$ cat src/rtl/pack_collect_fifo_if.sv
// Trace-side and packet-side signal bundle for the trace packet collector.
// The slave modport is the collector; the master modport is its environment.
interface pack_collect_fifo_if #(
    parameter int unsigned DATA_W     = 16,
    parameter int unsigned DEPTH_LOG2 = 4,
    parameter int unsigned CNT_W      = 8
);
    // Trace front end
    logic                  TraceAvail;
    logic                  TraceNext;
    logic [DATA_W-1:0]     TraceIn;
    logic                  TraceSync;
    // Packet processor
    logic                  PacketAvail;
    logic                  PacketNext;
    logic                  PacketNextWd;
    logic [DATA_W-1:0]     PacketOut;
    logic                  PacketLast;
    logic [7:0]            PacketFinal;
    // Status and statistics
    logic [DEPTH_LOG2:0]   FillLevel;
    logic                  Overflow;
    logic [CNT_W-1:0]      DropCount;
    logic                  ClrStats;

    modport master (
        output TraceAvail, TraceIn, TraceSync, PacketNext, PacketNextWd, ClrStats,
        input  TraceNext, PacketAvail, PacketOut, PacketLast, PacketFinal, FillLevel,
               Overflow, DropCount
    );

    modport slave (
        input  TraceAvail, TraceIn, TraceSync, PacketNext, PacketNextWd, ClrStats,
        output TraceNext, PacketAvail, PacketOut, PacketLast, PacketFinal, FillLevel,
               Overflow, DropCount
    );
endinterface

$ cat src/rtl/pack_collect_fifo.sv
// Trace packet collector: assembles trace words into fixed-size frames, buffers up
// to 2^DEPTH_LOG2 frames, drops whole frames on overflow and serves the oldest
// frame word by word. The claimed frame keeps its slot until fully read or
// replaced by the next claim.
module pack_collect_fifo #(
    parameter int unsigned DATA_W      = 16,
    parameter int unsigned FRAME_BYTES = 16,
    parameter int unsigned DEPTH_LOG2  = 4,
    parameter int unsigned CNT_W       = 8
) (
    input  logic               clk,
    input  logic               rst,
    pack_collect_fifo_if.slave bus
);
    localparam int unsigned WORDS = FRAME_BYTES * 8 / DATA_W;
    localparam int unsigned WO_W  = $clog2(WORDS);
    localparam int unsigned SLOTS = 1 << DEPTH_LOG2;
    localparam int unsigned PTR_W = DEPTH_LOG2 + 1;

    localparam logic [PTR_W-1:0] PtrOne  = PTR_W'(1);
    localparam logic [PTR_W-1:0] FullLvl = PTR_W'(SLOTS);
    localparam logic [WO_W-1:0]  WoOne   = WO_W'(1);
    localparam logic [WO_W-1:0]  WoLast  = WO_W'(WORDS - 1);
    localparam logic [WO_W:0]    RoOne   = (WO_W + 1)'(1);
    localparam logic [WO_W:0]    RoLast  = (WO_W + 1)'(WORDS - 1);
    localparam logic [WO_W:0]    RoEnd   = (WO_W + 1)'(WORDS);
    localparam logic [CNT_W-1:0] CntOne  = CNT_W'(1);

    typedef enum logic {StIdle, StGet} rx_state_e;

    rx_state_e              state_q, state_d;
    logic                   trace_next;
    // Write side
    logic [PTR_W-1:0]       wp_q, wp_d;
    logic [WO_W-1:0]        wo_q, wo_d;
    logic                   drop_q, drop_d;
    logic [WO_W-1:0]        wr_off;
    logic                   drop_cur, drop_ev, mem_we, fb_we, full_chk;
    logic [PTR_W-1:0]       fill_post;
    // Read side
    logic [PTR_W-1:0]       rp_q, rp_d;
    logic [PTR_W-1:0]       rel_q, rel_d;
    logic                   hold_q, hold_d;
    logic [DEPTH_LOG2-1:0]  hold_slot_q, hold_slot_d;
    logic [WO_W:0]          ro_q, ro_d;
    logic [DATA_W-1:0]      pkt_out_q, pkt_out_d;
    logic                   pkt_last_q, pkt_last_d;
    logic [7:0]             pkt_final_q, pkt_final_d;
    logic                   pkt_avail;
    // Statistics
    logic                   ovf_q, ovf_d;
    logic [CNT_W-1:0]       cnt_q, cnt_d;
    // Storage
    logic [DATA_W-1:0]      mem_q [SLOTS][WORDS];
    logic [7:0]             fb_q  [SLOTS];

    assign pkt_avail = (wp_q != rp_q);

    // Rx handshake: request one word, sample it the following cycle.
    always_comb begin
        state_d    = state_q;
        trace_next = 1'b0;
        unique case (state_q)
            StIdle: begin
                if (bus.TraceAvail) begin
                    trace_next = 1'b1;
                    state_d    = StGet;
                end
            end
            StGet: state_d = StIdle;
        endcase
    end

    // Claim / word-read handling; PacketNext takes priority over PacketNextWd.
    always_comb begin
        rp_d        = rp_q;
        rel_d       = rel_q;
        hold_d      = hold_q;
        hold_slot_d = hold_slot_q;
        ro_d        = ro_q;
        pkt_out_d   = pkt_out_q;
        pkt_last_d  = pkt_last_q;
        pkt_final_d = pkt_final_q;
        if (bus.PacketNext) begin
            if (pkt_avail) begin
                if (hold_q) begin
                    rel_d = rel_q + PtrOne;
                end
                hold_slot_d = rp_q[DEPTH_LOG2-1:0];
                rp_d        = rp_q + PtrOne;
                ro_d        = '0;
                hold_d      = 1'b1;
                pkt_final_d = fb_q[rp_q[DEPTH_LOG2-1:0]];
            end
        end else if (bus.PacketNextWd && hold_q && (ro_q < RoEnd)) begin
            pkt_out_d  = mem_q[hold_slot_q][ro_q[WO_W-1:0]];
            pkt_last_d = (ro_q == RoLast);
            ro_d       = ro_q + RoOne;
            if (ro_q == RoLast) begin
                rel_d  = rel_q + PtrOne;
                hold_d = 1'b0;
            end
        end
    end

    // Frame assembly, resync and drop decision; the full check sees this cycle's release.
    always_comb begin
        wp_d      = wp_q;
        wo_d      = wo_q;
        drop_d    = drop_q;
        wr_off    = wo_q;
        drop_cur  = drop_q;
        drop_ev   = 1'b0;
        mem_we    = 1'b0;
        fb_we     = 1'b0;
        fill_post = wp_q - rel_d;
        full_chk  = (fill_post == FullLvl);
        if (state_q == StGet) begin
            wr_off   = bus.TraceSync ? '0 : wo_q;
            drop_cur = (wr_off == '0) ? full_chk : drop_q;
            mem_we   = ~drop_cur;
            if (wr_off == WoLast) begin
                wo_d   = '0;
                drop_d = 1'b0;
                if (drop_cur) begin
                    drop_ev = 1'b1;
                end else begin
                    wp_d  = wp_q + PtrOne;
                    fb_we = 1'b1;
                end
            end else begin
                wo_d   = wr_off + WoOne;
                drop_d = drop_cur;
            end
        end else if (bus.TraceSync) begin
            wo_d   = '0;
            drop_d = 1'b0;
        end
    end

    // Sticky overflow and saturating drop counter; a coincident drop beats the clear.
    always_comb begin
        ovf_d = ovf_q;
        cnt_d = cnt_q;
        if (bus.ClrStats) begin
            ovf_d = 1'b0;
            cnt_d = '0;
        end
        if (drop_ev) begin
            ovf_d = 1'b1;
            if (cnt_d != '1) begin
                cnt_d = cnt_d + CntOne;
            end
        end
    end

    // Control and output state.
    always_ff @(posedge clk or negedge rst) begin
        if (!rst) begin
            state_q     <= StIdle;
            wp_q        <= '0;
            wo_q        <= '0;
            drop_q      <= 1'b0;
            rp_q        <= '0;
            rel_q       <= '0;
            hold_q      <= 1'b0;
            hold_slot_q <= '0;
            ro_q        <= '0;
            pkt_out_q   <= '0;
            pkt_last_q  <= 1'b0;
            pkt_final_q <= '0;
            ovf_q       <= 1'b0;
            cnt_q       <= '0;
        end else begin
            state_q     <= state_d;
            wp_q        <= wp_d;
            wo_q        <= wo_d;
            drop_q      <= drop_d;
            rp_q        <= rp_d;
            rel_q       <= rel_d;
            hold_q      <= hold_d;
            hold_slot_q <= hold_slot_d;
            ro_q        <= ro_d;
            pkt_out_q   <= pkt_out_d;
            pkt_last_q  <= pkt_last_d;
            pkt_final_q <= pkt_final_d;
            ovf_q       <= ovf_d;
            cnt_q       <= cnt_d;
        end
    end

    // Frame storage and per-slot final byte; contents need no reset.
    always_ff @(posedge clk) begin
        if (mem_we) begin
            mem_q[wp_q[DEPTH_LOG2-1:0]][wr_off] <= bus.TraceIn;
        end
        if (fb_we) begin
            fb_q[wp_q[DEPTH_LOG2-1:0]] <= bus.TraceIn[DATA_W-1 -: 8];
        end
    end

    // The request strobe is combinational, so force it low while reset is held.
    assign bus.TraceNext   = trace_next & rst;
    assign bus.PacketAvail = pkt_avail;
    assign bus.PacketOut   = pkt_out_q;
    assign bus.PacketLast  = pkt_last_q;
    assign bus.PacketFinal = pkt_final_q;
    assign bus.FillLevel   = wp_q - rel_q;
    assign bus.Overflow    = ovf_q;
    assign bus.DropCount   = cnt_q;
endmodule
$ cat src/flat_wrapper.sv
// flat-port wrapper written by rule: the top's interface ports become plain ports
module pack_collect_fifo_flat 
#(
    parameter int unsigned DATA_W      = 16,
    parameter int unsigned FRAME_BYTES = 16,
    parameter int unsigned DEPTH_LOG2  = 4,
    parameter int unsigned CNT_W       = 8
)
  (clk, rst, bus_TraceAvail, bus_TraceIn, bus_TraceSync, bus_PacketNext, bus_PacketNextWd, bus_ClrStats, bus_TraceNext, bus_PacketAvail, bus_PacketOut, bus_PacketLast, bus_PacketFinal, bus_FillLevel, bus_Overflow, bus_DropCount);
  pack_collect_fifo_if #(.DATA_W(DATA_W), .DEPTH_LOG2(DEPTH_LOG2), .CNT_W(CNT_W)) bus_i ();
  input  logic clk;
  input  logic rst;
  input wire logic [$bits(bus_i.TraceAvail)-1:0] bus_TraceAvail;
  input wire logic [$bits(bus_i.TraceIn)-1:0] bus_TraceIn;
  input wire logic [$bits(bus_i.TraceSync)-1:0] bus_TraceSync;
  input wire logic [$bits(bus_i.PacketNext)-1:0] bus_PacketNext;
  input wire logic [$bits(bus_i.PacketNextWd)-1:0] bus_PacketNextWd;
  input wire logic [$bits(bus_i.ClrStats)-1:0] bus_ClrStats;
  output wire logic [$bits(bus_i.TraceNext)-1:0] bus_TraceNext;
  output wire logic [$bits(bus_i.PacketAvail)-1:0] bus_PacketAvail;
  output wire logic [$bits(bus_i.PacketOut)-1:0] bus_PacketOut;
  output wire logic [$bits(bus_i.PacketLast)-1:0] bus_PacketLast;
  output wire logic [$bits(bus_i.PacketFinal)-1:0] bus_PacketFinal;
  output wire logic [$bits(bus_i.FillLevel)-1:0] bus_FillLevel;
  output wire logic [$bits(bus_i.Overflow)-1:0] bus_Overflow;
  output wire logic [$bits(bus_i.DropCount)-1:0] bus_DropCount;
  assign bus_i.TraceAvail = bus_TraceAvail;
  assign bus_i.TraceIn = bus_TraceIn;
  assign bus_i.TraceSync = bus_TraceSync;
  assign bus_i.PacketNext = bus_PacketNext;
  assign bus_i.PacketNextWd = bus_PacketNextWd;
  assign bus_i.ClrStats = bus_ClrStats;
  assign bus_TraceNext = bus_i.TraceNext;
  assign bus_PacketAvail = bus_i.PacketAvail;
  assign bus_PacketOut = bus_i.PacketOut;
  assign bus_PacketLast = bus_i.PacketLast;
  assign bus_PacketFinal = bus_i.PacketFinal;
  assign bus_FillLevel = bus_i.FillLevel;
  assign bus_Overflow = bus_i.Overflow;
  assign bus_DropCount = bus_i.DropCount;
  pack_collect_fifo #(.DATA_W(DATA_W), .FRAME_BYTES(FRAME_BYTES), .DEPTH_LOG2(DEPTH_LOG2), .CNT_W(CNT_W)) u_core (.clk(clk), .rst(rst), .bus(bus_i));
endmodule
$ cat config.mk
export PLATFORM = sky130hd
export DESIGN_NAME = pack_collect_fifo_flat
export DESIGN_NICKNAME = d
export VERILOG_FILES = /design/src/rtl/pack_collect_fifo_if.sv /design/src/rtl/pack_collect_fifo.sv /design/src/flat_wrapper.sv
export SDC_FILE = /design/constraint.sdc
export NUM_CORES = 2
export LEC_CHECK = 0
export CORE_ASPECT_RATIO = 1.2
export CORE_MARGIN = 2
export CORE_UTILIZATION = 47
export CTS_CLUSTER_DIAMETER = 60
export CTS_CLUSTER_SIZE = 20
export DETAILED_ROUTE_END_ITERATION = 12
export PLACE_DENSITY_LB_ADDON = 0.3
export SYNTH_ARGS = -nofsm -noshare
export SYNTH_HDL_FRONTEND = slang
export SYNTH_SLANG_ARGS = --single-unit
$ cat constraint.sdc
create_clock -name clk -period 5.4 [get_ports clk]
set_clock_uncertainty 0.15 [all_clocks]
set_input_delay 1.08 -clock clk [delete_from_list [all_inputs] [get_ports clk]]
set_output_delay 1.08 -clock clk [all_outputs]
set_load 0.03 [all_outputs]
==> results.toml <==
[status]
outcome = "finished clean"

[min_path]
min_to = "u_core.bus.PacketFinal[3]"
holdCritStartpoint = "u_core.bus.PacketFinal[3]"
holdPathStages = 2
holdCritPathClass = "reg -> reg"

[timing]
timing_max_transition_violations_final = 0
max_slew_margin_vs_limit = 0.1732
share_of_the_cycle_needed_by_the_critical_path_after_routing = 0.9130
rsz_0062_raised_after_global_routing = "false"
whs_ns = 0.3404
timing.final.crit_period_ns = 4.930
number_of_setup_violations_in_the_final_report = 0
final.setup.worst_slack_ns = 0.4699
fmax_mhz = 202.8
worst_slew_pin_slew_ns = 1.209
final_hold_viol_count = 0

[global_route]
largest_net_degree_at_the_start_of_global_routing = 145
grt_first_pass_wirelength_um = 318200
grt_pass1_vias = 41180
grt_overflow = 0
initial_antenna_violation_count = 10
grt_util_all_layers = 0.2409

[clock_tree]
worst_setup_hold_path_clk_slew_ns = 0.08
cts_tree = "yes"
cts.repair_timing.setup_buffer_count = 0
cts_htree_levels = 4
post_cts_sizing = 0
cts_bufs_inserted = 139
cts_buffer_depth = 3
clkLatencyLatePin_ns = 0.84
cts.sinks = 2239
clockRootBuffer = "sky130_fd_sc_hd__clkbuf_16"

[worst_setup_path]
timing.rr.end = "u_core.mem_q[1][14]"
timing.critical_path.to_type = "flip-flop"
worst_path_cell_with_the_longest_stage_delay = "sky130_fd_sc_hd__nor2_2"
r2r_setup_slack_ns = 0.61
cp_data_arrival_time_ns = 5.22
path_max_fanout = 16
crit_top_cell = "sky130_fd_sc_hd__buf_12"
worstPathCellList = "clkdlybuf4s50_1, and4bb_2, and3_1, nor3_1, buf_4, mux2i_1, ha_1, nor2b_1, o211ai_1, a211o_1, nand4b_1, and3_1, buf_12, buf_12, nand3_4, buf_12, nor2_2"
rr_startpoint = "u_core.wp_q[0]"
critical_path_class = "in -> reg"
timing.reg2reg.worst_path_depth = 16
crit_required_ns = 5.69
critPathLaunchType = "primary input"
cpPeakStageDelay_ns = 0.77

[finish]
layout.cells.most_common = "sky130_fd_sc_hd__edfxtp_1"
area_growth_pct = 11.76
post-route-cell-area_um2 = 97180
filler_cell_count = 13870
seqCellArea_um2 = 66940
drive_gt1_frac = 0.2767
multiInputGateArea_um2 = 18980
fin_nets = 4235
mostFrequentLayoutCells = "2176 x sky130_fd_sc_hd__edfxtp_1, 585 x sky130_fd_sc_hd__mux4_2, 225 x sky130_fd_sc_hd__buf_4, 142 x sky130_fd_sc_hd__nor2_1, 142 x sky130_fd_sc_hd__clkbuf_16"

[synthesis]
synthDominantCellAreaShare = 0.7514
synth_area_per_cell_um2 = 22.27
synthDominantAreaCellType = "sky130_fd_sc_hd__edfxtp_1"
ys_seq_area_frac = 0.7696
netlist_area_um2 = 86960
synth_edf_count = 2176
async_flop_share = 0.02814
yosys.cell_types.count = 68
synthesis.yosys.warnings = 0
ys_top_cells_by_area = "sky130_fd_sc_hd__edfxtp_1 75%, sky130_fd_sc_hd__mux4_2 15%, sky130_fd_sc_hd__dfrtp_1 1.8%"
postSynth.topFlopCell = "sky130_fd_sc_hd__edfxtp_1"
post_synth_inst_count = 3904
synth-seq-cells = 2239
synth_nets = 3947

[floorplan]
io-pin-count = 64
initial_utilization = 0.4743
chipHeight_um = 475.2
die_width_um = 396.7
core_region_area_um2 = 183400
die_area_um2 = 188500
row_count = 172

[run]
cap_violations = 0

[placed_design]
placed_area_um2 = 92920
place_worst_setup_slack_ns = -0.3599
globalplace.congestion = 0.9137
numPortBuffers = 63
place.detailed.hpwl_um = 145100

[pwr]
areal_power_density_over_the_cells_nw_per_um2 = 442.8
static-leakage-power_nw = 30.00
ir_drop_mv = 0.3765

[detailed_routing]
wire_per_inst_um = 33.64
routed_wl_um = 225400
drt_iter0_markers = 5814
vias = 41790
antenna_left = 0
vias_per_cell = 6.236
drcViolationCount = 0
detailedRoute.firstPassIterationCount = 6
## final cells by class
cell class / count / area share
antenna: 4 / 0.0001030
clock buffer: 159 / 0.03722
clock inverter: 51 / 0.006399
inverter: 22 / 0.0008497
multi-input combinational: 1432 / 0.1953
sequential: 2239 / 0.6888
tap: 2436 / 0.03136
timing repair buffer: 358 / 0.03994
## Yosys cell counts (3+ instances only)
library cell and count:
sky130_fd_sc_hd__mux2_2 16, sky130_fd_sc_hd__o22ai_1 19, sky130_fd_sc_hd__o211ai_1 5, sky130_fd_sc_hd__buf_2 73, sky130_fd_sc_hd__a21o_1 4, sky130_fd_sc_hd__ha_1 19, sky130_fd_sc_hd__o21ai_1 5, sky130_fd_sc_hd__mux2i_1 115
sky130_fd_sc_hd__edfxtp_1 2176, sky130_fd_sc_hd__a21oi_1 29, sky130_fd_sc_hd__nand4_1 3, sky130_fd_sc_hd__o32ai_1 3, sky130_fd_sc_hd__o21ai_0 12, sky130_fd_sc_hd__xor2_1 11, sky130_fd_sc_hd__a221oi_1 7, sky130_fd_sc_hd__o221ai_1 9
sky130_fd_sc_hd__clkbuf_1 64, sky130_fd_sc_hd__nand3_1 18, sky130_fd_sc_hd__nand2b_1 16, sky130_fd_sc_hd__buf_4 38, sky130_fd_sc_hd__nor2_1 180, sky130_fd_sc_hd__a22oi_1 10, sky130_fd_sc_hd__buf_6 12, sky130_fd_sc_hd__and3_1 15
sky130_fd_sc_hd__nor2b_1 59, sky130_fd_sc_hd__dfrtp_1 63, sky130_fd_sc_hd__xnor2_1 15, sky130_fd_sc_hd__inv_1 22, sky130_fd_sc_hd__nor3_1 15, sky130_fd_sc_hd__a221o_1 3, sky130_fd_sc_hd__and2_1 5, sky130_fd_sc_hd__buf_1 24
sky130_fd_sc_hd__a211oi_1 74, sky130_fd_sc_hd__mux4_2 585, sky130_fd_sc_hd__nand2_1 99, sky130_fd_sc_hd__a211o_1 5, sky130_fd_sc_hd__nand3_4 6, sky130_fd_sc_hd__nor4_1 9, sky130_fd_sc_hd__o311ai_0 7, sky130_fd_sc_hd__a2111oi_0 14
sky130_fd_sc_hd__a22o_1 9
## timing repair
action / 4_1_cts / 5_1_grt
endpoints found under the setup margin: 0 / 0
endpoints found under the hold margin: 10 / 0
hold buffers: 1 / 0
## layer usage
layer,global-route usage,vias to the layer above,share of wire
met5,0,-,0.000053
met4,0.07650,2,0.034
met3,0.04858,301,0.092
met2,0.3783,2320,0.47
met1,0.3424,22250,0.40
li1,-,16910,-
## worst max path at each step
stage,from,to,slack (ns),cells past startpoint
5_1_grt,bus_PacketNext,u_core.mem_q[13][10],0.23,17
6_report,bus_PacketNext,u_core.mem_q[1][14],0.47,17
4_1_cts,bus_PacketNext,u_core.mem_q[1][14],0.50,17
3_5_place_dp,bus_PacketNext,u_core.mem_q[1][14],-0.36,17
3_3_place_gp,bus_PacketNext,u_core.mem_q[1][27],-0.28,18
2_1_floorplan,bus_PacketNextWd,u_core.mem_q[14][48],0.31,14
## stage by stage
step	util	std cells	power [mW]	TNS, ns
floorplan	-	3904	27.77	0
global placement	0.5068	6486	32.50	-363.31
CTS	0.5300	6697	43.24	0
detailed placement	0.5068	6486	32.55	-508.46
global route	0.5300	6698	44.28	0
finish	0.5300	6701	43.03	0
## state kept, by name (all words and copies together), names as in the netlist
| signal | cells |
|---|---|
| u_core.wo_q | 3 |
| u_core.wp_q | 5 |
| u_core.drop_q | 1 |
| u_core.mem_q | 2048 |
| u_core.state_q | 1 |
| u_core.hold_q | 1 |
| u_core.rel_q | 5 |
| u_core.bus.PacketOut | 16 |
| u_core.hold_slot_q | 4 |
| u_core.bus.DropCount | 8 |
| u_core.bus.Overflow | 1 |
| u_core.fb_q | 128 |
| u_core.bus.PacketLast | 1 |
| u_core.ro_q | 4 |
| u_core.bus.PacketFinal | 8 |
| u_core.rp_q | 5 |
## logic make-up after synthesis
group | synth area share
buf+inv | 0.01378
xor+xnor | 0.002619
flops | 0.7696
fa+ha+maj | 0.002964
mux | 0.1671
compound gates | 0.01927
simple gates | 0.02472
## power by group
group / switching, mW / internal [mW] / total (mW)
Clock: 5.68 / 5.22 / 10.9
Combinational: 7.01 / 5.46 / 12.5
Sequential: 0.469 / 19.2 / 19.7
## critical path, delay by kind of cell
family                     cells  cell delay, ns
adders and majority gates      1            0.28
AOI/OAI and AO/OA              2            0.42
buffers and inverters          5            1.13
and+or+nand+nor                8            2.00
muxes                          1            0.26
Note: power is estimated with default switching activity, not from simulation.
